File: src/rtl/mdu_iterative_pkg.sv
// Shared definitions for the iterative multiply/divide unit:
// operation codes, FSM state encoding and the iteration count.
package mdu_iterative_pkg;

  localparam int MDU_ITER = 32;

  typedef enum logic [2:0] {
    MDU_MULT  = 3'd0,
    MDU_MULTU = 3'd1,
    MDU_DIV   = 3'd2,
    MDU_DIVU  = 3'd3,
    MDU_MTHI  = 3'd4,
    MDU_MTLO  = 3'd5
  } mdu_op_e;

  typedef enum logic [1:0] {
    ST_IDLE = 2'd0,
    ST_CALC = 2'd1,
    ST_FIX  = 2'd2
  } mdu_state_e;

  function automatic logic op_is_signed(input logic [2:0] op);
    return (op == MDU_MULT) || (op == MDU_DIV);
  endfunction

endpackage

File: src/rtl/mdu_iterative_if.sv
// Issue/result bundle between the control unit and the multiply/divide unit.
interface mdu_iterative_if #(parameter int WIDTH = 32);

  logic             start;
  logic [2:0]       op;
  logic [WIDTH-1:0] a;
  logic [WIDTH-1:0] b;
  logic             busy;
  logic             done;
  logic [WIDTH-1:0] hi;
  logic [WIDTH-1:0] lo;

  modport master (output start, op, a, b, input busy, done, hi, lo);
  modport slave  (input start, op, a, b, output busy, done, hi, lo);

endinterface

File: src/rtl/mdu_divstep.sv
// One combinational restoring-division step: shift the next dividend bit
// into the partial remainder, subtract the divisor if it fits.
module mdu_divstep #(
  parameter int WIDTH = 32
) (
  input  logic [WIDTH:0]   i_rem,
  input  logic [WIDTH-1:0] i_quo,
  input  logic [WIDTH-1:0] i_dvsr,
  output logic [WIDTH:0]   o_rem,
  output logic [WIDTH-1:0] o_quo
);

  logic [WIDTH+1:0] w_shift;
  logic             w_fits;

  always_comb begin
    w_shift = {i_rem, i_quo[WIDTH-1]};
    w_fits  = (w_shift >= {2'b00, i_dvsr});
    if (w_fits) begin
      o_rem = (WIDTH+1)'(w_shift - {2'b00, i_dvsr});
      o_quo = {i_quo[WIDTH-2:0], 1'b1};
    end else begin
      o_rem = w_shift[WIDTH:0];
      o_quo = {i_quo[WIDTH-2:0], 1'b0};
    end
  end

endmodule

File: src/rtl/mdu_iterative.sv
// Multi-cycle MIPS32 multiply/divide unit owning HI/LO. Operands are iterated
// as magnitudes; the sign is restored in FIX and the result lands one edge later.
module mdu_iterative
  import mdu_iterative_pkg::*;
#(
  parameter int WIDTH = MDU_ITER
) (
  input logic            clk,
  input logic            rst,
  mdu_iterative_if.slave bus
);

  localparam int                CNT_W    = $clog2(WIDTH);
  localparam logic [CNT_W-1:0]  LAST_CNT = CNT_W'(WIDTH - 1);

  mdu_state_e         r_state, w_state_nxt;
  logic [CNT_W-1:0]   r_cnt;
  logic               r_busy, r_pend, r_done;
  logic               r_is_div, r_neg_q, r_neg_r;
  logic [2*WIDTH-1:0] r_acc;
  logic [WIDTH:0]     r_rem;
  logic [WIDTH-1:0]   r_opb, r_res_hi, r_res_lo, r_hi, r_lo;

  logic               w_accept, w_load, w_div0, w_step, w_fix;
  logic               w_op_mul, w_op_div, w_signed;
  logic [WIDTH-1:0]   w_mag_a, w_mag_b;
  logic [WIDTH:0]     w_mul_sum, w_rem_nxt;
  logic [WIDTH-1:0]   w_quo_nxt, w_fix_hi, w_fix_lo;
  logic [2*WIDTH-1:0] w_prod;

  // busy lags the FSM by one cycle, so a start is only taken once both have
  // settled and no result write is still queued.
  always_comb begin
    w_op_mul = (bus.op == MDU_MULT) || (bus.op == MDU_MULTU);
    w_op_div = (bus.op == MDU_DIV)  || (bus.op == MDU_DIVU);
    w_signed = op_is_signed(bus.op);
    w_div0   = w_op_div && (bus.b == '0);
    w_accept = bus.start && (r_state == ST_IDLE) && !r_busy && !r_pend;
    w_load   = w_accept && (w_op_mul || (w_op_div && !w_div0));
    w_mag_a  = (w_signed && bus.a[WIDTH-1]) ? -bus.a : bus.a;
    w_mag_b  = (w_signed && bus.b[WIDTH-1]) ? -bus.b : bus.b;
  end

  // NOTE: every output of this block gets a default first, so no path leaves
  // a signal unassigned and no latch is inferred.
  always_comb begin
    w_state_nxt = r_state;
    w_step      = 1'b0;
    w_fix       = 1'b0;
    case (r_state)
      ST_IDLE: if (w_load) w_state_nxt = ST_CALC;
      ST_CALC: begin
        w_step = 1'b1;
        if (r_cnt == LAST_CNT) w_state_nxt = ST_FIX;
      end
      ST_FIX: begin
        w_fix       = 1'b1;
        w_state_nxt = ST_IDLE;
      end
      default: w_state_nxt = ST_IDLE;
    endcase
  end

  // NOTE: state is updated with non-blocking assignments so every flop samples
  // the pre-edge values regardless of process ordering.
  always_ff @(posedge clk or negedge rst) begin
    if (!rst) r_state <= ST_IDLE;
    else      r_state <= w_state_nxt;
  end

  assign w_mul_sum = {1'b0, r_acc[2*WIDTH-1:WIDTH]}
                   + {1'b0, (r_acc[0] ? r_opb : {WIDTH{1'b0}})};

  mdu_divstep #(.WIDTH(WIDTH)) u_divstep (
    .i_rem  (r_rem),
    .i_quo  (r_acc[WIDTH-1:0]),
    .i_dvsr (r_opb),
    .o_rem  (w_rem_nxt),
    .o_quo  (w_quo_nxt)
  );

  always_comb begin
    w_prod   = r_neg_q ? -r_acc : r_acc;
    w_fix_hi = r_is_div ? (r_neg_r ? -r_rem[WIDTH-1:0] : r_rem[WIDTH-1:0])
                        : w_prod[2*WIDTH-1:WIDTH];
    w_fix_lo = r_is_div ? (r_neg_q ? -r_acc[WIDTH-1:0] : r_acc[WIDTH-1:0])
                        : w_prod[WIDTH-1:0];
  end

  // NOTE: iteration and staging registers carry no reset; they are always
  // loaded before use, and only control state and HI/LO need a defined value.
  always_ff @(posedge clk) begin
    if (w_load) begin
      r_is_div <= w_op_div;
      r_neg_q  <= w_signed && (bus.a[WIDTH-1] ^ bus.b[WIDTH-1]);
      r_neg_r  <= w_signed && bus.a[WIDTH-1];
      r_opb    <= w_mag_b;
      r_acc    <= {{WIDTH{1'b0}}, w_mag_a};
      r_rem    <= '0;
    end else if (w_step) begin
      if (r_is_div) begin
        r_rem            <= w_rem_nxt;
        r_acc[WIDTH-1:0] <= w_quo_nxt;
      end else begin
        r_acc <= {w_mul_sum, r_acc[WIDTH-1:1]};
      end
    end
    if (w_fix) begin
      r_res_hi <= w_fix_hi;
      r_res_lo <= w_fix_lo;
    end else if (w_accept && w_div0) begin
      r_res_hi <= bus.a;
      r_res_lo <= '1;
    end
  end

  always_ff @(posedge clk or negedge rst) begin
    if (!rst) begin
      r_cnt  <= '0;
      r_busy <= 1'b0;
      r_pend <= 1'b0;
      r_done <= 1'b0;
      r_hi   <= '0;
      r_lo   <= '0;
    end else begin
      r_busy <= (r_state != ST_IDLE);
      r_pend <= w_fix || (w_accept && w_div0);
      r_done <= 1'b0;
      if (w_load)      r_cnt <= '0;
      else if (w_step) r_cnt <= r_cnt + CNT_W'(1);
      if (r_pend) begin
        r_hi   <= r_res_hi;
        r_lo   <= r_res_lo;
        r_done <= 1'b1;
      end else if (w_accept && (bus.op == MDU_MTHI)) begin
        r_hi   <= bus.a;
        r_done <= 1'b1;
      end else if (w_accept && (bus.op == MDU_MTLO)) begin
        r_lo   <= bus.a;
        r_done <= 1'b1;
      end
    end
  end

  assign bus.busy = r_busy;
  assign bus.done = r_done;
  assign bus.hi   = r_hi;
  assign bus.lo   = r_lo;

endmodule

File: src/flat_wrapper.sv
// flat-port wrapper written by rule: the top's interface ports become plain ports
module mdu_iterative_flat import mdu_iterative_pkg::*;
#(
  parameter int WIDTH = MDU_ITER
)
  (clk, rst, bus_start, bus_op, bus_a, bus_b, bus_busy, bus_done, bus_hi, bus_lo);
  mdu_iterative_if #(.WIDTH(WIDTH)) bus_i ();
  input logic clk;
  input logic rst;
  input wire logic [$bits(bus_i.start)-1:0] bus_start;
  input wire logic [$bits(bus_i.op)-1:0] bus_op;
  input wire logic [$bits(bus_i.a)-1:0] bus_a;
  input wire logic [$bits(bus_i.b)-1:0] bus_b;
  output wire logic [$bits(bus_i.busy)-1:0] bus_busy;
  output wire logic [$bits(bus_i.done)-1:0] bus_done;
  output wire logic [$bits(bus_i.hi)-1:0] bus_hi;
  output wire logic [$bits(bus_i.lo)-1:0] bus_lo;
  assign bus_i.start = bus_start;
  assign bus_i.op = bus_op;
  assign bus_i.a = bus_a;
  assign bus_i.b = bus_b;
  assign bus_busy = bus_i.busy;
  assign bus_done = bus_i.done;
  assign bus_hi = bus_i.hi;
  assign bus_lo = bus_i.lo;
  mdu_iterative #(.WIDTH(WIDTH)) u_core (.clk(clk), .rst(rst), .bus(bus_i));
endmodule
File: config.mk
export PLATFORM = sky130hd
export DESIGN_NAME = mdu_iterative_flat
export DESIGN_NICKNAME = d
export VERILOG_FILES = /design/src/rtl/mdu_iterative_pkg.sv /design/src/rtl/mdu_iterative_if.sv /design/src/rtl/mdu_divstep.sv /design/src/rtl/mdu_iterative.sv /design/src/flat_wrapper.sv
export SDC_FILE = /design/constraint.sdc
export NUM_CORES = 1
export LEC_CHECK = 0
export BUFFER_PORTS_ARGS = -buffer_cell sky130_fd_sc_hd__buf_2
export CAP_MARGIN = 20
export CELL_PAD_IN_SITES_DETAIL_PLACEMENT = 1
export CELL_PAD_IN_SITES_GLOBAL_PLACEMENT = 2
export CORE_ASPECT_RATIO = 0.5
export CORE_MARGIN = 4
export CORE_UTILIZATION = 25
export CTS_BUF_LIST = sky130_fd_sc_hd__clkbuf_4
export DETAILED_ROUTE_END_ITERATION = 16
export GPL_ROUTABILITY_DRIVEN = 0
export PLACE_DENSITY = 0.58
export SYNTH_ARGS = -nofsm -noshare
export SYNTH_HDL_FRONTEND = slang
export SYNTH_HIERARCHICAL = 1
export SYNTH_SLANG_ARGS = --single-unit
File: constraint.sdc
create_clock -name clk -period 9.1 [get_ports clk]
set_clock_uncertainty 0.05 [all_clocks]
set_input_delay 1.82 -clock clk [delete_from_list [all_inputs] [get_ports clk]]
set_output_delay 1.82 -clock clk [all_outputs]
set_load 0.05 [all_outputs]
==> results of run 1 <==
layout make-up:
| cell class | count | area (um2) |
|---|---|---|
| fill | 8672 | 52200 |
| multi-input combinational | 1662 | 10600 |
| sequential | 270 | 7090 |
| tap | 972 | 1220 |
| clock buffer | 118 | 886 |
| timing repair buffer | 155 | 828 |
| inverter | 66 | 249 |
| clock inverter | 25 | 186 |
| antenna | 6 | 15.0 |
final timing paths:
check / startpoint / endpoint / slack (ps) / depth (start not counted)
min reg2reg: u_core/r_res_hi[30]$_DFFE_PP_ / u_core/bus.hi[30]$_DFFE_PN0P_ / 400 / 2
min in group asynchronous: rst / u_core/bus.hi[5]$_DFFE_PN0P_ / 840 / 1
max: bus_b[0] / u_core/r_acc[31]$_DFFE_PP_ / 4150 / 12
max in group asynchronous: rst / u_core/r_pend$_DFF_PN0_ / 7010 / 2
min: u_core/r_res_hi[30]$_DFFE_PP_ / u_core/bus.hi[30]$_DFFE_PN0P_ / 400 / 2
max reg2reg: u_core/r_acc[31]$_DFFE_PP_ / u_core/r_rem[31]$_SDFFE_PP0P_ / 4800 / 17
power groups by stage:
stage / Clock, W / Sequential (W) / Combinational (W)
2_1_floorplan: 0 / 0.00243 / 0.00228
3_3_place_gp: 0 / 0.00224 / 0.00345
3_5_place_dp: 0 / 0.00224 / 0.00348
4_1_cts: 0.00136 / 0.00222 / 0.00350
5_1_grt: 0.00143 / 0.00227 / 0.00387
6_report: 0.00129 / 0.00221 / 0.00348
metal layers:
| metal | GRT usage (%) | vias to the layer above |
|---|---|---|
| li1 | - | 7826 |
| met1 | 26.1 | 7804 |
| met2 | 24.7 | 281 |
| met3 | 3.16 | 64 |
| met4 | 3.51 | 2 |
| met5 | 0 | - |
cells in the final DEF (no fill, tap or decap), types with 14 or more instances in the layout:
| master | Yosys | routed |
|---|---|---|
| buf_2 | 6 | 134 |
| o31ai_1 | 41 | 40 |
| dfrtp_1 | 74 | 73 |
| xor2_1 | 118 | 118 |
| nor3_1 | 29 | 29 |
| clkbuf_4 | 0 | 118 |
| dfxtp_1 | 65 | 65 |
| o41ai_1 | 25 | 25 |
| or2_2 | 16 | 16 |
| nand3_1 | 33 | 33 |
| nand2b_1 | 23 | 22 |
| inv_1 | 64 | 64 |
| a21oi_1 | 182 | 181 |
| mux2i_1 | 85 | 85 |
| and2_1 | 45 | 44 |
| nor2_1 | 137 | 137 |
| mux2_2 | 14 | 14 |
| o21ai_0 | 193 | 193 |
| a21o_1 | 20 | 20 |
| nand2_1 | 332 | 332 |
| or3_1 | 23 | 23 |
| nand4_1 | 14 | 14 |
| ha_1 | 70 | 70 |
| xnor2_1 | 86 | 86 |
| buf_4 | 32 | 21 |
| edfxtp_1 | 131 | 131 |
| or4_1 | 15 | 15 |
| clkinv_1 | 0 | 16 |
through the flow:
step	utilization, %	instances	setup slack [ps]	area [um2]	power (W)
after global placement	27.2	3125	3340	19900	0.00570
after floorplan	-	2144	339	18500	0.00472
after CTS	28.7	3268	4190	21000	0.00707
final	28.7	3274	4150	21000	0.00698
after global routing	28.7	3273	3840	21000	0.00757
after detailed placement	27.2	3125	3250	19900	0.00572
worst max-delay path: cells and delay by family:
kind                       cells  cell delay [ps]
buffers and inverters          4             1150
AOI/OAI and AO/OA              1              270
adders and majority gates      1              160
and+or+nand+nor                6             1990
flip-flops by register name (all words and copies together), names as in the netlist, 2 cells and up:
name and flops:
u_core/r_state 2, u_core/r_res_lo 32, u_core/r_opb 32, u_core/r_res_hi 32, u_core/bus.hi 32, u_core/r_rem 33
u_core/r_cnt 5, u_core/r_acc 64, u_core/bus.lo 32
kinds of logic (layout without fill, tap and decap cells):
| group | after synthesis | count (layout) | synth area share, % |
|---|---|---|---|
| other | 0 | 6 | 0 |
| AO/OA/AOI/OAI | 558 | 558 | 18.2 |
| XOR/XNOR | 204 | 204 | 9.65 |
| AND/OR/NAND/NOR | 728 | 728 | 18.4 |
| flip-flops | 270 | 270 | 38.3 |
| multiplexers | 100 | 100 | 5.51 |
| adder cells (fa/ha/maj) | 72 | 72 | 4.94 |
| buffers and inverters | 212 | 364 | 4.99 |
==> flow_summary.ini, run 1 <==
[route]
postRouteAntennaNets = 0
wl_met2_um = 28200
routed.top_layer = met5
vias_per_cell = 4.88
met3_length_um = 2850
wl_met1_um = 35600
totalWireLength_um = 67600
drt-initial-drc-count = 865
dr_total_vias = 16000
firstDrtPassIters = 4
routedWlPerCell_um = 20.6
drc_errors = 0

[global_route]
grt_max_degree = 84
overflow = 0
grt_pass1_vias = 16300
track_usage_pct = 17.0
grt_pass1_wl_um = 103000
antenna_found_initial = 6

[sta]
holdWs_ps = 401
setup_tns_ps = 0
slew_headroom_pct = 32.5
finalSetupViolCount = 0
layout_min_cycle_time_ps = 4950
hold_viol = 0
final_max_slew_viol_count = 0
worst_pin_slew_ps = 1010
rsz0062_at_grt = false
timing.final.crit_share_pct = 54.4
fmax_mhz = 202

[power]
p_leak_nw = 8.33
combinationalPowerShare_pct = 49.9
ir_drop_mv = 0.124
p_int_w = 0.00361
p_per_area_nw_per_um2 = 332
clkPwrFrac_pct = 18.4
pwr-share-seq_pct = 31.7
p_sw_share_pct = 48.3
p_sw_w = 0.00337

[finish]
synthToLayoutAreaGrowth_pct = 13.6
drive_above_1_share_pct = 15.2
nets = 2375

[logic_synthesis]
syn_area_um2 = 18500
synth_area_leaders = edfxtp_1 (21%), dfrtp_1 (10%), dfxtp_1 (7.0%)
yosys_register_bits = 270
ys_warn_count = 6
syn_avg_cell_area_um2 = 8.64
ys.flop_type = edfxtp_1
syn_nets = 2286
ys_types = 78
netlist_instances = 2144
yosysMostFrequentCell = nand2_1
ys_seq_area_share_pct = 38.3
synth-async-reset-ratio_pct = 27.4
synth_top_cell_by_area = edfxtp_1
synth-edff-count = 131
synth_top_area_share_pct = 21.2
yosys-top-cells-count = nand2_1 (332), o21ai_0 (193), a21oi_1 (182)

[setup_path]
cp.required_ps = 9580
slowest_stage = buf_4
cp_cell_sequence = buf_2 -> inv_1 -> ha_1 -> or3b_2 -> nor4_1 -> nand2_1 -> nor2_1 -> nand3b_1 -> o21bai_4 -> buf_4 -> nand2_1 -> buf_4
max_stage_delay_ps = 660
arrival_ps = 5430
critical_path_peak_fanout = 83
endpoint_kind = flip-flop
worstSetupStartpointType = primary input
path_class = primary input to flip-flop

[die]
initial_core_util_pct = 25.3
io-pin-count = 136
dieArea_um2 = 78800
coreArea_um2 = 73200
die_y_um = 200
die_w_um = 393
rows = 70

[placed_design]
portBuffers = 135
dp_hpwl_um = 50800

[hold_path]
min_path_type = flip-flop to flip-flop

[cts]
cts_root_buf = clkbuf_4
htree_levels = 3
cts_made_buffers = 78
cts_tree = done
cts_hold_buf = 0
cts_sinks = 270
cts.repair.resized = 0
path_clk_slew_ps = 70
post_cts_buffers = 0
clock_path_buffers = 3
clk_latency_ps = 860

[status]
status = completed

[job]
maxCapViolCount = 0
No activity file was read; power rests on OpenSTA's default activity.
==> inputs of run 2 (changes only) <==
--- a/config.mk
+++ b/config.mk
@@ -5,6 +5,7 @@
 export SDC_FILE = /design/constraint.sdc
 export NUM_CORES = 1
 export LEC_CHECK = 0
+export ABC_AREA = 1
 export BUFFER_PORTS_ARGS = -buffer_cell sky130_fd_sc_hd__buf_2
 export CAP_MARGIN = 20
 export CELL_PAD_IN_SITES_DETAIL_PLACEMENT = 1
@@ -15,7 +16,7 @@
 export CTS_BUF_LIST = sky130_fd_sc_hd__clkbuf_4
 export DETAILED_ROUTE_END_ITERATION = 16
 export GPL_ROUTABILITY_DRIVEN = 0
-export PLACE_DENSITY = 0.58
+export PLACE_DENSITY = 0.66
 export SYNTH_ARGS = -nofsm -noshare
 export SYNTH_HDL_FRONTEND = slang
 export SYNTH_HIERARCHICAL = 1
==> constraint.sdc (replaced) <==
create_clock -name clk -period 4.4 [get_ports clk]
set_clock_uncertainty 0.05 [all_clocks]
set_input_delay 0.88 -clock clk [delete_from_list [all_inputs] [get_ports clk]]
set_output_delay 0.88 -clock clk [all_outputs]
set_load 0.05 [all_outputs]
==> run 2 against run 1 <==
Against the previous run:
- core utilization is 0.27 points lower
- largest cell class unchanged
- clock power is 95% higher
- global-route usage is 4.5 points higher
- die area is 17% higher
==> flow_summary.ini, run 2 <==
[job]
maxCapViolCount = 0

[route]
drt-initial-drc-count = 1602
drc_errors = 0
vias_per_cell = 4.81
routedWlPerCell_um = 21.0
postRouteAntennaNets = 0
dr_total_vias = 23100
totalWireLength_um = 101000
firstDrtPassIters = 5

[logic_synthesis]
ys_warn_count = 6
netlist_instances = 3457
yosys_register_bits = 270
yosysMostFrequentCell = nand2_1
ys.flop_type = edfxtp_1
yosys-top-cells-count = nand2_1 (1131), inv_1 (450), nor2_1 (393)
ys_types = 52
ys_seq_area_share_pct = 32.4
synth_top_area_share_pct = 19.4
syn_nets = 3599
synth_top_cell_by_area = nand2_1
synth-edff-count = 131
syn_area_um2 = 21900
synth-async-reset-ratio_pct = 27.4
synth_area_leaders = nand2_1 (19%), edfxtp_1 (18%), dfrtp_1 (8.5%)
syn_avg_cell_area_um2 = 6.32

[finish]
final_common_cell = nand2_1
fin_util_pct = 28.5
fin_cells = 4792
fill_cells = 11200
reg_top3 = u_core/r_acc (64), u_core/r_rem (33)
nets = 3705
largest_reg_flops = 64
synthToLayoutAreaGrowth_pct = 12.4
largest_register = u_core/r_acc
drive_above_1_share_pct = 9.87
layout_common_cells = nand2_1 (1131), inv_1 (449), nor2_1 (391)

[setup_path]
crit_top_cell = nand2_1
arrival_ps = 4060
max_stage_delay_ps = 770
rr_worst_depth = 14
endpoint_kind = flip-flop
cp_cell_sequence = buf_4 -> nand2_1 -> inv_1 -> ha_1 -> inv_1 -> o21ai_0 -> a21oi_1 -> nand2_1 -> a21oi_1 -> nand2_1 -> nand2_1 -> nand3_1 -> nand2_1 -> inv_1
cp.required_ps = 5150
worstSetupStartpointType = flip-flop
slowest_stage = edfxtp_1
path_class = flip-flop to flip-flop
critical_path_peak_fanout = 24

[power]
p_leak_nw = 12.1
ir_drop_mv = 0.304
power_w = 0.0163
p_per_area_nw_per_um2 = 662

[cts]
path_clk_slew_ps = 80
clk_latency_ps = 930
cts_root_buf = clkbuf_4
cts_tree = done
post_cts_buffers = 0
cts_sinks = 270
htree_levels = 3
clock_path_buffers = 3
cts_made_buffers = 76

[sta]
fmax_mhz = 303
final_max_slew_viol_count = 0
worst_pin_slew_ps = 1020
holdWs_ps = 162
layout_min_cycle_time_ps = 3300
finalSetupViolCount = 0
hold_viol = 0
timing.final.crit_share_pct = 75.0
rsz0062_at_grt = false
slew_headroom_pct = 32.1
setup_tns_ps = 0

[die]
dieArea_um2 = 92500
die_y_um = 217
rows = 76
io-pin-count = 136
initial_core_util_pct = 25.3
coreArea_um2 = 86300
die_w_um = 426

[placed_design]
portBuffers = 135
dp_hpwl_um = 80500
dp.cells = 4653

[global_route]
overflow = 0
grt_pass1_vias = 23200
met2_usage_pct = 32.8
track_usage_pct = 21.5
globalRouteMet1Util_pct = 32.1
grt_max_degree = 73
met3_usage_pct = 3.08
grt_busiest_layer = met2
grt_pass1_wl_um = 150000
antenna_found_initial = 3

[status]
status = completed

[hold_path]
min_path_type = primary input to flip-flop
hold_depth = 1
## run 2: cell count changes after synthesis, sizes merged, moves of 32 or more
cell   delta
o31ai    -40
nor2    +271
nand4    +52
nand3   +313
inv     +391
nand2   +804
xnor2    -76
and2     -36
mux2i    -82
buf      +32
xor2     -48
## run 2: path summary, 6_finish.rpt
| check | startpoint | to | slack, ps |
|---|---|---|---|
| max | u_core/r_acc[0]$_DFFE_PP_ | u_core/r_acc[60]$_SDFFE_PP0P_ | 1100 |
| min | bus_b[0] | u_core/r_opb[0]$_DFFE_PP_ | 160 |
| max reg2reg | u_core/r_acc[0]$_DFFE_PP_ | u_core/r_acc[60]$_SDFFE_PP0P_ | 1100 |
| min reg2reg | u_core/r_rem[32]$_SDFFE_PP0P_ | u_core/r_rem[32]$_SDFFE_PP0P_ | 420 |
| max in group asynchronous | rst | u_core/bus.lo[18]$_DFFE_PN0P_ | 2890 |
| min in group asynchronous | rst | u_core/bus.busy$_DFF_PN0_ | 520 |
## run 2: final cells by class
type	count	area (um2)	area share, %
multi-input cells	2581	12300	49.9
flip-flops and latches	270	7090	28.8
inverters	459	1730	7.03
well taps	1170	1460	5.96
repair buffers	175	1030	4.18
clock buffers	116	871	3.54
clock inverters	17	118	0.479
diodes	4	10.0	0.0407
## run 2: stage by stage
step           area [um2]  setup slack (ps)
6_report            24600              1100
5_1_grt             24600               905
4_1_cts             24500              1230
3_5_place_dp        23500               789
3_3_place_gp        23500               833
2_1_floorplan       21900               301
## run 2: cell families after synthesis
family	after synthesis	synth area share [%]
adder cells (fa/ha/maj)	72	4.19
XOR/XNOR	80	3.21
AO/OA/AOI/OAI	417	10.1
multiplexers	3	0.137
buffers and inverters	606	11.6
AND/OR/NAND/NOR	2009	38.4
flip-flops	270	32.4
## run 2: worst max-delay path, delay by kind of cell (launching register included)
kind / cells / cell delay [ps]
AO/OA/AOI/OAI: 3 / 830
adder cells (fa/ha/maj): 1 / 320
buffers and inverters: 4 / 650
flip-flops: 1 / 770
AND/OR/NAND/NOR: 6 / 530
## run 2: where the power goes
group	internal [W]	switching [W]
clock network	0.00126	0.00125
logic	0.00258	0.00639
registers	0.00353	0.00126
total	0.00737	0.00890
## run 2: timing repair
| item | 4_1_cts | 5_1_grt |
|---|---|---|
| setup endpoints to repair | 0 | 0 |
| resized for setup | 0 | 0 |
| hold buffers | 1 | 0 |
| hold endpoints to repair | 49 | 0 |
## run 2: routing by layer
metal	share of wire, %	vias up
li1	-	11300
met1	51	11200
met2	43	460
met3	4.2	101
met4	1.7	2
met5	0.016	-
==> inputs of run 3 (changes only) <==
--- a/config.mk
+++ b/config.mk
@@ -16,7 +16,7 @@
 export CTS_BUF_LIST = sky130_fd_sc_hd__clkbuf_4
 export DETAILED_ROUTE_END_ITERATION = 16
 export GPL_ROUTABILITY_DRIVEN = 0
-export PLACE_DENSITY = 0.66
+export PLACE_DENSITY = 0.64
 export SYNTH_ARGS = -nofsm -noshare
 export SYNTH_HDL_FRONTEND = slang
 export SYNTH_HIERARCHICAL = 1
==> constraint.sdc (replaced) <==
create_clock -name clk -period 3.3 [get_ports clk]
set_clock_uncertainty 0.05 [all_clocks]
set_input_delay 0.66 -clock clk [delete_from_list [all_inputs] [get_ports clk]]
set_output_delay 0.66 -clock clk [all_outputs]
set_load 0.05 [all_outputs]
==> run 3 against run 2 <==
Against the previous run:
- the run now ends with negative setup slack left
- clock power is 37% higher
- sequential share of layout area decreased by 0.59 points
- largest cell class unchanged
- critical path depth fell by 4
==> flow_summary.ini, run 3 (synthesis results as in run 2) <==
[power]
p_leak_nw = 12.4
ir_drop_mv = 0.380
power_w = 0.0220
p_per_area_nw_per_um2 = 877

[cts]
htree_levels = 3
cts.repair.resized = 0
clock_path_buffers = 3
post_cts_buffers = 0
cts_made_buffers = 75
clk_latency_ps = 940
cts_tree = done
path_clk_slew_ps = 70
cts_root_buf = clkbuf_4
cts_sinks = 270

[die]
initial_core_util_pct = 25.3
die_w_um = 426
coreArea_um2 = 86300
dieArea_um2 = 92500
io-pin-count = 136
rows = 76
die_y_um = 217

[finish]
fill_cells = 11200
layout_common_cells = nand2_1 (1131), inv_1 (449), nor2_1 (391)
largest_reg_flops = 64
drive_above_1_share_pct = 10.5
largest_register = u_core/r_acc
reg_top3 = u_core/r_acc (64), u_core/r_rem (33)
final_common_cell = nand2_1
nets = 3753
synthToLayoutAreaGrowth_pct = 14.8

[sta]
timing.final.crit_share_pct = 100
slew_headroom_pct = 19.1
worst_pin_slew_ps = 1200
hold_viol = 0
setup_slack_ps = -13.1
final_max_slew_viol_count = 0
rsz0062_at_grt = false
finalSetupViolCount = 22
fmax_mhz = 302
layout_min_cycle_time_ps = 3310

[route]
firstDrtPassIters = 5
dr_total_vias = 23000
vias_per_cell = 4.74
postRouteAntennaNets = 0
drc_errors = 0
totalWireLength_um = 103000
routedWlPerCell_um = 21.2
drt-initial-drc-count = 1730

[global_route]
track_usage_pct = 21.9
grt_max_degree = 89
grt_pass1_wl_um = 151000
antenna_found_initial = 5
grt_pass1_vias = 23100
overflow = 0

[setup_path]
path_buf_inv = 6
worstSetupStartpointType = primary input
cp_cell_sequence = dlygate4sd3_1 -> buf_2 -> nor2_1 -> inv_1 -> nor4_1 -> nand4_1 -> buf_4 -> nand2_1 -> inv_4 -> buf_12
slowest_stage = nor4_1
max_stage_delay_ps = 940
endpoint_kind = flip-flop
critical_path_peak_fanout = 74
arrival_ps = 3770
path_class = primary input to flip-flop
critPathTopFamily = simple AND/OR/NAND/NOR gates
cp.required_ps = 3760

[hold_path]
min_path_type = primary input to flip-flop

[job]
maxCapViolCount = 0

[placed_design]
post-place-ws_ps = -41.8
portBuffers = 135
dp_hpwl_um = 83200

[status]
status = finished with violations
violations = negative setup slack
run 3: cell count changes in the layout (fill, tap and decap cells not counted), moves of 2 or more:
cell | previous run | this run
buf_4 | 37 | 59
clkinv_1 | 10 | 12
dlygate4sd3_1 | 1 | 22
clkbuf_4 | 116 | 107
buf_12 | 2 | 9
bufinv_16 | 1 | 3
clkinv_2 | 3 | 8
run 3: layer usage:
metal / share of wire [%] / track usage [%]
met4: 2.0 / 5.15
met1: 50 / 32.5
met2: 42 / 32.7
met3: 5.5 / 3.86
met5: 0.013 / 0
run 3: layout make-up:
type | count | area, um2 | share of cell area (%)
antenna | 5 | 12.5 | 0.0499
multi-input combinational | 2581 | 12300 | 48.9
tap | 1170 | 1460 | 5.83
sequential | 270 | 7090 | 28.3
clock inverter | 27 | 211 | 0.843
timing repair buffer | 224 | 1510 | 6.03
inverter | 459 | 1730 | 6.88
clock buffer | 107 | 803 | 3.20
run 3: worst paths after layout:
check,from,endpoint,slack [ps],cells past startpoint
worst max-delay path,bus_b[29],u_core/r_opb[7]$_DFFE_PP_,-10,10
worst min-delay path,bus_b[2],u_core/r_opb[2]$_DFFE_PP_,100,2
worst max register to register,u_core/r_acc[31]$_DFFE_PP_,u_core/r_rem[24]$_SDFFE_PP0P_,330,14
worst min register to register,u_core/r_res_hi[19]$_DFFE_PP_,u_core/bus.hi[19]$_DFFE_PN0P_,390,2
max in group asynchronous,rst,u_core/bus.lo[4]$_DFFE_PN0P_,2310,3
min in group asynchronous,rst,u_core/bus.hi[10]$_DFFE_PN0P_,160,2
run 3: power breakdown:
group          leakage, nW  switching, W  internal [W]
Combinational         9.13       0.00866       0.00354
Sequential            2.64       0.00166       0.00471
Clock                0.597       0.00170       0.00175
run 3: what timing repair did:
action | in CTS | in global routing
hold buffers | 22 | 0
setup endpoints to repair | 0 | 0
hold endpoints to repair | 91 | 0
run 3: through the flow:
| step | TNS, ps | area (um2) | util (%) | cells | hold WS, ps |
|---|---|---|---|---|---|
| 2_1_floorplan | 0 | 21900 | - | 3457 | 314 |
| 3_3_place_gp | -6320 | 23800 | 27.6 | 4682 | 403 |
| 3_5_place_dp | -2290 | 23800 | 27.6 | 4682 | 410 |
| 4_1_cts | 0 | 25100 | 29.0 | 4838 | 1.08 |
| 5_1_grt | 0 | 25100 | 29.1 | 4842 | 6.93 |
| 6_report | -114 | 25100 | 29.1 | 4843 | 95.9 |
